**config.mk**
```make
export PLATFORM = sky130hd
export DESIGN_NAME = serial_adder
export DESIGN_NICKNAME = d
export VERILOG_FILES = /design/src/rtl/serial_adder_pkg.sv /design/src/rtl/serial_adder_fa_bit.sv /design/src/rtl/serial_adder.sv
export SDC_FILE = /design/constraint.sdc
export NUM_CORES = 1
export LEC_CHECK = 0
export ABC_CLOCK_PERIOD_IN_PS = 2500
export CORE_ASPECT_RATIO = 1.4
export CORE_MARGIN = 2
export CORE_UTILIZATION = 33
export CTS_CLUSTER_DIAMETER = 200
export DETAILED_ROUTE_END_ITERATION = 8
export GPL_ROUTABILITY_DRIVEN = 0
export RECOVER_POWER = 100
export SETUP_SLACK_MARGIN = 0.02
export SYNTH_ARGS = -nofsm -noshare
export SYNTH_HDL_FRONTEND = slang
export SYNTH_HIERARCHICAL = 1
export SYNTH_SLANG_ARGS = --single-unit
```
**constraint.sdc**
```tcl
create_clock -name clk -period 2.5 [get_ports clk]
set_input_delay 0.625 -clock clk [delete_from_list [all_inputs] [get_ports clk]]
set_output_delay 0.625 -clock clk [all_outputs]
set_load 0.1 [all_outputs]
```
**src/rtl/serial_adder_pkg.sv**
```systemverilog
// Purpose: shared types and constants for the bit-serial adder.
// Latency: n/a (types, constants and a combinational helper only).
// Backpressure: n/a.
//
// Contents:
//   DEFAULT_WIDTH  default operand/sum width
//   state_t        FSM encoding; 2'd3 is unused and recovers to IDLE
//   maj3()         three-input majority, the carry function of a full adder
package serial_adder_pkg;

    localparam int DEFAULT_WIDTH = 8;

    typedef enum logic [1:0] {
        ST_IDLE  = 2'd0,
        ST_SHIFT = 2'd1,
        ST_DONE  = 2'd2
    } state_t;

    function automatic logic maj3(input logic x, input logic y, input logic z);
        return (x & y) | (x & z) | (y & z);
    endfunction

endpackage

```
**src/rtl/serial_adder_fa_bit.sv**
```systemverilog
// Purpose: combinational 1-bit full adder cell, the only arithmetic in the serial adder.
// Latency: 0 cycles (purely combinational).
// Backpressure: none.
//
// Ports:
//   a, b, cin  addend bits and incoming carry
//   s          sum bit  (a ^ b ^ cin)
//   co         carry out (majority of a, b, cin)
module fa_bit
    import serial_adder_pkg::*;
(
    input  logic a,
    input  logic b,
    input  logic cin,
    output logic s,
    output logic co
);

    assign s  = a ^ b ^ cin;
    assign co = maj3(a, b, cin);

endmodule

```
**src/rtl/serial_adder.sv**
```systemverilog
// Purpose: WIDTH-bit adder that processes one bit per clock, LSB first, through one fa_bit.
// Latency: start sampled at edge E0 -> done pulse in the cycle after edge E0+WIDTH.
// Backpressure: none; start is only honoured in IDLE, requests while busy/done are dropped.
//
// Ports:
//   clk        rising-edge clock
//   rst        synchronous active-high reset; aborts any operation in flight
//   start      request, sampled only while idle
//   a, b, cin  operands, captured on the edge that accepts start
//   busy       high for exactly WIDTH cycles while bits are being shifted through
//   done       one-cycle pulse marking sum/cout as fresh
//   sum, cout  registered result; {cout,sum} = a + b + cin, held until the next result
module serial_adder
    import serial_adder_pkg::*;
#(
    parameter  int WIDTH = DEFAULT_WIDTH,
    localparam int CNT_W = $clog2(WIDTH + 1)
) (
    input  logic             clk,
    input  logic             rst,
    input  logic             start,
    input  logic [WIDTH-1:0] a,
    input  logic [WIDTH-1:0] b,
    input  logic             cin,
    output logic             busy,
    output logic             done,
    output logic [WIDTH-1:0] sum,
    output logic             cout
);

    // Counter value during the final bit's cycle.
    localparam logic [CNT_W-1:0] LAST_BIT = CNT_W'(WIDTH - 1);

    state_t           state;
    logic [CNT_W-1:0] cnt;
    logic [WIDTH-1:0] a_sr;
    logic [WIDTH-1:0] b_sr;
    logic [WIDTH-1:0] sum_sr;
    logic             carry;

    logic             bit_s;
    logic             bit_co;
    logic [WIDTH-1:0] sum_next;

    fa_bit u_fa_bit (
        .a   (a_sr[0]),
        .b   (b_sr[0]),
        .cin (carry),
        .s   (bit_s),
        .co  (bit_co)
    );

    // New sum bits enter at the MSB, so after WIDTH shifts bit 0 of the
    // result has walked all the way down to bit 0 of the register.
    assign sum_next = {bit_s, sum_sr[WIDTH-1:1]};

    always_ff @(posedge clk) begin
        if (rst) begin
            state  <= ST_IDLE;
            cnt    <= '0;
            a_sr   <= '0;
            b_sr   <= '0;
            sum_sr <= '0;
            carry  <= 1'b0;
            busy   <= 1'b0;
            done   <= 1'b0;
            sum    <= '0;
            cout   <= 1'b0;
        end else begin
            case (state)
                ST_IDLE: begin
                    done <= 1'b0;
                    if (start) begin
                        a_sr  <= a;
                        b_sr  <= b;
                        carry <= cin;
                        cnt   <= '0;
                        busy  <= 1'b1;
                        state <= ST_SHIFT;
                    end
                end

                ST_SHIFT: begin
                    a_sr   <= a_sr >> 1;
                    b_sr   <= b_sr >> 1;
                    sum_sr <= sum_next;
                    carry  <= bit_co;
                    cnt    <= cnt + 1'b1;
                    // Outputs are only touched here so sum never shows a
                    // partially shifted value.
                    if (cnt == LAST_BIT) begin
                        sum   <= sum_next;
                        cout  <= bit_co;
                        busy  <= 1'b0;
                        done  <= 1'b1;
                        state <= ST_DONE;
                    end
                end

                ST_DONE: begin
                    // start is deliberately not looked at here; the extra
                    // IDLE cycle fixes the op period at WIDTH+2.
                    done  <= 1'b0;
                    state <= ST_IDLE;
                end

                default: begin
                    // Unused encoding: fall back to IDLE without touching results.
                    busy  <= 1'b0;
                    done  <= 1'b0;
                    state <= ST_IDLE;
                end
            endcase
        end
    end

endmodule

```
Word-level counts from Yosys, hierarchy flattened --
Index checks and enable logic that the tools add are counted. W data, S select, Z words.
Word-level totals: flip-flop bits (word level) 42, bits of input ports 20, output and inout bits 11, logic and storage cells 46
Operators by class: $add $sub $neg 1, equal/unequal tests 5, muxes and demuxes 14, bitwise gates (word level) 9, reduce and logical (&&, ||, !) cells 7
Operator list (number):
- $pmux W8 S2 | 2
- $mux W8 | 2
- $pmux W4 S2 | 1
- $reduce_and A2 Y1 | 3
- $add A4 B1 Y4 const B | 1
- $eq A4 B3 Y1 const B | 1
- $mux W2 | 2
- $mux W4 | 1
- $ne A2 B2 Y1 const B | 2
- $pmux W2 S2 | 1
- $and A1 B1 Y1 | 3
- $mux W1 | 3
- $pmux W1 S3 | 1
- $reduce_and A3 Y1 | 1
- $eq A2 B1 Y1 const B | 1
- $eq A2 B2 Y1 const B | 1
- $logic_not A2 Y1 | 1
- $not A1 Y1 | 2
- $or A1 B1 Y1 | 2
- $pmux W1 S2 | 1
- $reduce_bool A2 Y1 | 1
- $reduce_or A2 Y1 | 1
- $xor A1 B1 Y1 | 2

Logic depth before layout (Yosys ltp) --
depth after elaboration 4, gate-level depth with buffers 6, depth with buffers taken out 4

Hierarchy --
Netlist, hierarchy kept.
Modules (own cells, without submodules):
- serial_adder | times used 1, cells each 197, area each 1761.7 sq um, seq. area each 820.8 sq um
- fa_bit | times used 1, cells each 1, area each 20.0 sq um, seq. area each 0.0 sq um

Worst setup path before layout --
OpenSTA, ideal clock, no wires.
kind reg-to-output, from register busy, to output busy, data arrival time 925 ps, data required time 1875 ps, setup slack 950 ps, stages on the path, launching flop included 1, buffers on the path 0, cells stage by stage dfxtp_1
RTL lines:
- from (decl) | line serial_adder.sv:25 | output logic busy,
- from (signal assigned) | line serial_adder.sv:65 | busy <= 1'b0;
- from (signal assigned) | line serial_adder.sv:78 | busy <= 1'b1;
- from (signal assigned) | line serial_adder.sv:94 | busy <= 1'b0;
No word-level cell between the ends.

Final worst setup path --
from register sum[6], to output sum[6]
RTL lines:
- from (decl) | line serial_adder.sv:27 | output logic [WIDTH-1:0] sum,
- from (signal assigned) | line serial_adder.sv:92 | sum <= sum_next;
No word-level cell between the ends.

==> impl_metrics.sql <==
INSERT INTO impl_metrics (metric_group, metric, value, unit) VALUES
('run_status', 'run_status', 'completed', ''),
('synth', 'synth_flop_cell', 'dfxtp_1', ''),
('cells_and_area', 'area_grow_syn2layout', '17.4', '%'),
('clock_tree', 'postCtsSetupRepairBufs', '0', ''),
('setup_path', 'worstSetupEndpointType', 'output pin', ''),
('clock_tree', 'cts_tree', 'built', ''),
('power_and_ir_drop', 'power_per_cell_area', '642', 'mW/mm²'),
('cells_and_area', 'post_layout_nonfiller_instances', '291', ''),
('synth', 'post_synth_most_frequent_cells', 'dfxtp_1 (41), nor2_1 (29), a21oi_1 (18), nand2_1 (15), nand3_1 (11)', ''),
('clock_tree', 'cts-root-to-sink-buffers', '2', ''),
('clock_tree', 'cts.hold.buffers_added', '0', ''),
('cells_and_area', 'post_route_cells_drive_above_1_share', '8.00', '%'),
('placed_design', 'dp_hpwl', '2600', 'µm'),
('cells_and_area', 'num-nets-final', '246', ''),
('cells_and_area', 'num_antenna_cells', '0', ''),
('timing', 'finClkSkew', '0.00455', 'ns'),
('synth', 'synth-seq-area-share', '46.1', '%'),
('detailed_routing', 'avgViaCountPerCell', '5.08', ''),
('synth', 'flop_and_latch_count_out_of_synthesis', '41', ''),
('setup_path', 'critical_path.cell_chain', 'clkbuf_1', ''),
('die', 'io_pins', '31', ''),
('timing', 'hold_violations', '0', ''),
('global_routing', 'antenna_violations_before_repair', '0', ''),
('clock_tree', 'cts.htree.levels', '2', ''),
('die', 'rows', '31', ''),
('synth', 'synthTopCellsByArea', 'dfxtp_1 (46%), a211oi_2 (7.0%), nor2_1 (6.1%)', ''),
('global_routing', 'gr-usage-all-layers', '13.7', '%'),
('synth', 'synth.yosys.warnings', '6', ''),
('timing', 'minimum_hold_slack', '0.459', 'ns'),
('synth', 'synth_most_common_cell', 'dfxtp_1', ''),
('timing', 'max_slew.worst_pin.slew', '1.17', 'ns'),
('setup_path', 'kind_of_cell_adding_the_most_delay_to_the_critical_path', 'buffers and inverters', ''),
('setup_path', 'critical_path_buf_inv_count', '1', ''),
('job', 'timing.max_cap.violations', '0', ''),
('clock_tree', 'cts.clk_slew.worst_paths', '0.08', 'ns'),
('die', 'die_footprint', '0.00601', 'mm²'),
('detailed_routing', 'detailed_router_iteration_count_before_antenna_repair', '4', ''),
('global_routing', 'grt_start_max_net_pins', '25', ''),
('setup_path', 'crit_fanout', '2', ''),
('clock_tree', 'cts.repair.resized', '0', ''),
('synth', 'number_of_enable_type_register_cells_in_the_synthesized_netlist', '0', ''),
('timing', 'number_of_setup_violations_in_the_final_report', '0', ''),
('synth', 'mappedNetlistNets', '220', ''),
('setup_path', 'arrival', '1.48', 'ns'),
('cells_and_area', 'nFillCells', '556', ''),
('timing', 'maxClockFrequency', '474', 'MHz'),
('timing', 'grt_setup_unrepaired', 'false', ''),
('die', 'core_region_area', '0.00520', 'mm²'),
('synth', 'post_synth_inst_count', '198', ''),
('clock_tree', 'cts_sinks', '41', ''),
('clock_tree', 'clk_latency_worst_skew_pair', '0.29', 'ns'),
('timing', 'timing.setup.tns', '0', 'ns'),
('synth', 'post_synth_arst_share', '0', '%'),
('synth', 'synth_top_area_cell', 'dfxtp_1', ''),
('synth', 'syn-mean-instance-area', '9.00', 'µm²'),
('detailed_routing', 'dr_total_vias', '1479', ''),
('die', 'die_width', '66.1', 'µm'),
('timing', 'relSlewSlack', '22.1', '%'),
('detailed_routing', 'detail_route.drc_violations', '0', ''),
('placed_design', 'place.port_buffers', '30', ''),
('synth', 'synth.distinct_cells', '32', ''),
('global_routing', 'grt.overflow.total', '0', ''),
('detailed_routing', 'totalWireLength', '3850', 'µm'),
('setup_path', 'timing.setup.critical_path_class', 'reg2out', ''),
('cells_and_area', 'final_area', '0.00209', 'mm²'),
('setup_path', 'timing.critical_path.slowest_stage_cell', 'clkbuf_1', ''),
('die', 'initial_core_util', '34.3', '%'),
('global_routing', 'grt_pass1_wl', '6520', 'µm'),
('detailed_routing', 'drt_first_iter_violations', '115', ''),
('detailed_routing', 'mean_routed_wirelength_per_cell', '13.2', 'µm'),
('timing', 'timing.final.crit_share', '84.4', '%');
flip-flops by register name, summed over array words and instances (netlist names):
register	cells
a_sr	8
sum	8
cnt	4
done	1
state	2
carry	1
cout	1
busy	1
sum_sr	7
b_sr	8
logic make-up (layout without fill, tap and decap cells):
kind of cell               count (synthesis)  count (layout)  synth area share [%]
AOI/OAI and AO/OA                         67              67                  27.6
DFF                                       41              41                  46.1
adders and majority gates                  2               2                  1.83
buffers and inverters                     20              47                  7.44
and+or+nand+nor                           68              68                  17.1
area by class of cell:
| type | count | area, µm² | share of cell area [%] |
|---|---|---|---|
| multi-input cells | 137 | 803 | 38.4 |
| clock buffers | 7 | 96.3 | 4.61 |
| repair buffers | 37 | 277 | 13.2 |
| flip-flops and latches | 41 | 821 | 39.2 |
| clock inverters | 1 | 5.00 | 0.239 |
| inverters | 2 | 7.51 | 0.359 |
| well taps | 66 | 82.6 | 3.95 |
power breakdown:
| group | switching [mW] | internal, mW | total [mW] |
|---|---|---|---|
| clock | 0.225 | 0.250 | 0.475 |
| sequential | 0.0212 | 0.683 | 0.705 |
| combinational | 0.0899 | 0.0745 | 0.164 |
| total | 0.336 | 1.01 | 1.34 |
worst register-to-register path: stages, from the launching register on:
cell,delay [ns]
dfxtp_1,0.46
buf_4,0.25
o21ba_1,0.17
clkbuf_1,0.34
nor2_1,0.08
a211oi_1,0.22
cells in the final DEF, fill, tap and decap left out, types with 2 or more instances in the layout:
cell type	count
nand3b_1	2
a211oi_1	12
o22ai_1	6
nand3_1	11
nor2_1	29
a22oi_1	2
buf_4	5
a21oi_1	18
dfxtp_1	41
o2bb2ai_1	9
nor3_1	4
clkdlybuf4s50_1	18
nand2_1	15
o21ai_0	9
clkbuf_8	7
nand2b_1	2
a211oi_2	5
clkbuf_1	13
a31oi_1	2
routing by layer:
metal	GRT usage [%]	routed length (µm)	vias to the layer above
li1	-	-	758
met1	17.8	1780	679
met2	21.4	1810	33
met3	3.22	154	9
met4	5.44	99	0
met5	0	0	-
metrics by stage:
| step | total power [mW] | setup WS, ns |
|---|---|---|
| after floorplan | 0.842 | 0.950 |
| after global placement | 0.892 | 0.515 |
| after detailed placement | 0.895 | 0.487 |
| after CTS | 1.36 | 0.802 |
| after global routing | 1.40 | 0.329 |
| final | 1.34 | 0.390 |
path summary, 6_finish.rpt:
check / end / cells past startpoint / startpoint / slack [ns]
min reg2reg: sum_sr[1] / 2 / sum_sr[1] / 0.46
min: sum_sr[1] / 2 / sum_sr[1] / 0.46
max reg2reg: a_sr[0] / 5 / state[0] / 0.90
max: sum[6] / 1 / sum[6] / 0.39
No activity file was read; power rests on OpenSTA's default activity.
